`src/rtl/arb_merge.sv`:
```
// rtl/arb_merge.sv - grant-steered two-input merge into a DEPTH-entry output FIFO.
// Optional per-input transfer counters cnt0/cnt1 are enabled by ARB_MERGE_STATS_EN.
module arb_merge #(
  parameter int WIDTH = 33,
  parameter int DEPTH = 2
) (
  input  logic             clk,
  input  logic             rst_n,
  input  logic             sel_valid,
  input  logic             sel_data,
  output logic             sel_ready,
  input  logic             in0_valid,
  input  logic [WIDTH-1:0] in0_data,
  output logic             in0_ready,
  input  logic             in1_valid,
  input  logic [WIDTH-1:0] in1_data,
  output logic             in1_ready,
  output logic             out_valid,
  output logic [WIDTH-1:0] out_data,
  input  logic             out_ready
`ifdef ARB_MERGE_STATS_EN
  ,
  output logic [15:0]      cnt0,
  output logic [15:0]      cnt1
`endif
);

  localparam int AW = $clog2(DEPTH);

  typedef enum logic [1:0] {IDLE, GET0, GET1} state_t;

  state_t           state;
  state_t           state_nxt;
  logic             run;
  logic [AW-1:0]    wr_ptr;
  logic [AW-1:0]    rd_ptr;
  logic [AW:0]      count;
  logic [WIDTH-1:0] mem [DEPTH];
  logic             full;
  logic             push;
  logic             pop;
  logic [WIDTH-1:0] push_data;
  logic             in0_fire;
  logic             in1_fire;

  assign full      = (count == (AW+1)'(DEPTH));
  assign out_valid = (count != '0);
  assign out_data  = mem[rd_ptr];
  assign pop       = out_valid && out_ready;
  assign in0_fire  = in0_valid && in0_ready;
  assign in1_fire  = in1_valid && in1_ready;

  // run holds sel_ready low during reset and until the first edge after release
  always_ff @(posedge clk or negedge rst_n) begin
    if (!rst_n) begin
      state <= IDLE;
      run   <= 1'b0;
    end else begin
      state <= state_nxt;
      run   <= 1'b1;
    end
  end

  always_comb begin
    state_nxt = state;
    sel_ready = 1'b0;
    in0_ready = 1'b0;
    in1_ready = 1'b0;
    push      = 1'b0;
    push_data = in0_data;
    case (state)
      IDLE: begin
        sel_ready = run;
        if (run && sel_valid) state_nxt = sel_data ? GET1 : GET0;
      end
      GET0: begin
        // a full buffer stalls the grant here rather than dropping it
        in0_ready = !full;
        if (in0_valid && !full) begin
          push      = 1'b1;
          state_nxt = IDLE;
        end
      end
      GET1: begin
        in1_ready = !full;
        push_data = in1_data;
        if (in1_valid && !full) begin
          push      = 1'b1;
          state_nxt = IDLE;
        end
      end
      default: state_nxt = IDLE;
    endcase
  end

  always_ff @(posedge clk) begin
    if (push) mem[wr_ptr] <= push_data;
  end

  always_ff @(posedge clk or negedge rst_n) begin
    if (!rst_n) begin
      wr_ptr <= '0;
      rd_ptr <= '0;
      count  <= '0;
    end else begin
      if (push) wr_ptr <= wr_ptr + 1'b1;
      if (pop)  rd_ptr <= rd_ptr + 1'b1;
      case ({push, pop})
        2'b10:   count <= count + 1'b1;
        2'b01:   count <= count - 1'b1;
        default: count <= count;
      endcase
    end
  end

`ifdef ARB_MERGE_STATS_EN
  always_ff @(posedge clk or negedge rst_n) begin
    if (!rst_n) begin
      cnt0 <= '0;
      cnt1 <= '0;
    end else begin
      if (in0_fire && cnt0 != 16'hFFFF) cnt0 <= cnt0 + 1'b1;
      if (in1_fire && cnt1 != 16'hFFFF) cnt1 <= cnt1 + 1'b1;
    end
  end
`endif

endmodule

```
`config.mk`:
```
export PLATFORM = sky130hd
export DESIGN_NAME = arb_merge
export DESIGN_NICKNAME = d
export VERILOG_FILES = /design/src/rtl/arb_merge.sv
export SDC_FILE = /design/constraint.sdc
export NUM_CORES = 1
export LEC_CHECK = 0
export CAP_MARGIN = 15
export CORE_MARGIN = 2
export CORE_UTILIZATION = 31
export CTS_CLUSTER_DIAMETER = 30
export DETAILED_ROUTE_END_ITERATION = 7
export GPL_TIMING_DRIVEN = 0
export PLACE_DENSITY_LB_ADDON = 0.12
export SYNTH_ARGS = -nofsm -noshare
export SYNTH_HDL_FRONTEND = slang
export SYNTH_SLANG_ARGS = --single-unit
export TNS_END_PERCENT = 20
```
`constraint.sdc`:
```
create_clock -name clk -period 3.05 [get_ports clk]
set_input_delay 0.305 -clock clk [delete_from_list [all_inputs] [get_ports clk]]
set_output_delay 0.305 -clock clk [all_outputs]
set_load 0.005 [all_outputs]
```
==> summary.txt <==
Clock network
  • CTS Buf Count: 9
  • Post CTS Setup Buffer Count: 0
  • Worst-Skew Late Latency: between 0.3 and 0.4 ns
  • H-tree levels: 3
  • Clock Sink Count: 73
  • Resize count post-CTS: 0
  • CTS Buffer Depth: 2
  • TritonCTS clock tree: yes
  • Hold_buf cts: 0
  • CTS Root Cell: clkbuf_8
  • CTS clock-pin slew for the worst setup and hold paths: 0.08 ns

Setup path
  • Worst path required time: between 2 and 3 ns
  • WS Path Type: reg -> out
  • CP Depth: 4
  • CP Launch Type: flop
  • Worst Path Max Fanout: 10
  • WP buf/inv: 3
  • Critical R2R Capture: mem[1][29]
  • Reg2Reg Setup Slack: 0.81 ns
  • Crit-path cells: clkbuf_1, buf_2, mux2_2, clkdlybuf4s50_1
  • Critical path's top delay family: buffers and inverters
  • RR Startpoint: state[0]
  • CP endpoint: out_data[15]
  • Crit path DAT: around 2.1 ns
  • CP max stage delay: roughly 0.48 ns
  • Reg2reg path depth: 7
  • Worst Setup SP: rd_ptr
  • Slowest-stage cell, CP: clkdlybuf4s50_1
  • Crit. End Element: primary output

GRT
  • Initial antenna violation count: 0
  • Total track usage: 0.130
  • Pin count of the biggest net entering global routing: 21
  • GR Overflow Total: 0
  • Vias in the first global route: between 2000 and 2500
  • First-pass GRT wire length: 11.0 mm

STA
  • Clock Skews: 0.0134 ns
  • Worst-Margin Slew: 0.538 ns
  • Slew HR: 0.641
  • Final setup violation count: 0
  • Final Cycle Share: 0.801
  • Final Hold Viols: 0
  • Setup ws final: ~0.61 ns
  • Final min period: 2.44 ns
  • Peak Freq: between 400 and 500 MHz
  • Fin. max-slew vios: 0
  • Unrepaired setup endpoints after global routing: no

Route
  • Final wirelength: about 6.8 mm
  • Via-to-Cell Ratio: ~4.3
  • DRT Pass-1 Iters: 4
  • DR vias: around 1900
  • DRC viols: 0
  • Routed Antenna Nets: 0
  • Initial DRC Count: 84
  • Wire per inst: around 15 µm

Place
  • Routability cong.: roughly 0.70
  • Input/output buffers: about 110
  • DP Cell Count: ~420
  • DP HPWL: approximately 4.8 mm
  • Pre-CTS setup slack: around 0.77 ns

Floorplan
  • Core area: between 9000 and 10000 µm²
  • Die span in y: 105 µm
  • Initial core utilization: 0.322
  • FP Rows: 36
  • Die width: approximately 110 µm
  • Ports: 110
  • Area of the die: between 10000 and 15000 µm²

Yosys
  • Post-synth EDFFs: between 60 and 70
  • Cells after Synth: 179
  • Synth Register Bits: 73
  • Cell Area, Synth: roughly 3200 µm²
  • Seq/Total Area, Yosys: 0.679
  • Async set or reset register ratio after synthesis: 0.0959
  • Synth cell types: 22
  • Primary FF master, synth: edfxtp_1
  • Synth Net Count: 256
  • Syn. warnings: 0
  • Avg Cell Area, Syn: between 15 and 20 µm²

Pwr
  • Pleak: 1.63 nW
  • Power Density: between 700 and 800 nW/µm²
  • Peak VDD IR: 325 µV

Final layout
  • Layout cells sized above 1: 0.314
  • Antenna diodes: 0
  • Synthesis-to-finish area growth: 47.9%
  • Commonest non-fill, non-tap cell in the layout: clkdlybuf4s50_1
  • Finished Layout Cells: 439
  • Most frequent cells in the layout: clkdlybuf4s50_1, mux2_2, edfxtp_1, clkbuf_8, dfrtp_1
  • Nets: around 380

Job
  • Max capacitance violation total: 0

Hold path
  • HP Class: in -> async

Run status
  • Status: finished, final reports clean
==> worst reg2reg max path: stages, from the launching register on <==
cell and delay [ns]:
dfrtp_1 0.38, inv_1 0.10, ha_1 0.17, buf_6 0.15, a22o_1 0.14, nand3_1 0.24
nor2_4 0.51, buf_16 0.24
==> metal layers <==
layer | up-vias | global-route usage | share of wire
met5 | - | 0 | 0
met4 | 0 | 0.0314 | 0.0050
met3 | 2 | 0.0451 | 0.054
met2 | 53 | 0.225 | 0.50
met1 | 927 | 0.155 | 0.44
li1 | 919 | - | -
==> cell families after synthesis <==
family          after synthesis  share of synthesized area
compound gates                2                    0.00591
other cells                   1                    0.00118
xor+xnor                      5                     0.0138
mux                          68                      0.240
buf+inv                      11                     0.0177
fa+ha+maj                     4                     0.0158
simple gates                 15                     0.0260
flops                        73                      0.679
==> state kept, by name, indices dropped and copies added (netlist names) <==
| signal | flops |
|---|---|
| rd_ptr | 1 |
| mem | 66 |
| wr_ptr | 1 |
| run | 1 |
| state | 2 |
| count | 2 |
==> metrics by stage <==
step                power, mW  setup TNS, ns  hold WS [ns]  area (µm²)  utilization
floorplan                2.14              0       0.00941        3180            -
detailed placement       2.82              0         0.470        4500        0.456
finish                   3.51              0         0.237        4700        0.476
global placement         2.78         -58.80         0.467        4430        0.449
CTS                      3.58              0         0.232        4700        0.476
global route             3.73              0         0.239        4700        0.476
==> worst min-delay path by stage <==
stage          endpoint  startpoint  depth (start not counted)
3_5_place_dp   count[1]    count[1]                          1
4_1_cts        count[1]       rst_n                          1
6_report       count[1]       rst_n                          1
3_3_place_gp   count[1]    count[1]                          1
2_1_floorplan  count[0]       rst_n                          0
5_1_grt        count[1]       rst_n                          1
==> cell usage after synthesis, drive strengths merged, types with 2 or more instances <==
master,number,area [µm²]
edfxtp,66,1980
mux2,66,743
buf,7,41.3
dfrtp,7,175
and2,4,27.5
ha,4,50.1
nand2,4,15.0
inv,3,11.3
nor2,3,11.3
xnor2,3,26.3
mux2i,2,20.0
xor2,2,17.5
==> cell type report <==
class | instances | area (µm²)
timing repair buffer | 111 | 1150
multi-input combinational | 95 | 977
clock buffer | 9 | 124
clock inverter | 7 | 70.1
fill | 895 | 5170
buffer | 8 | 45.0
tap | 133 | 166
inverter | 3 | 11.3
sequential | 73 | 2160
==> power breakdown <==
group	internal [mW]	switching [mW]
sequential	1.31	0.0478
clock	0.378	0.362
combinational	0.846	0.571
total	2.53	0.980
(Power assumes the default switching activity.)
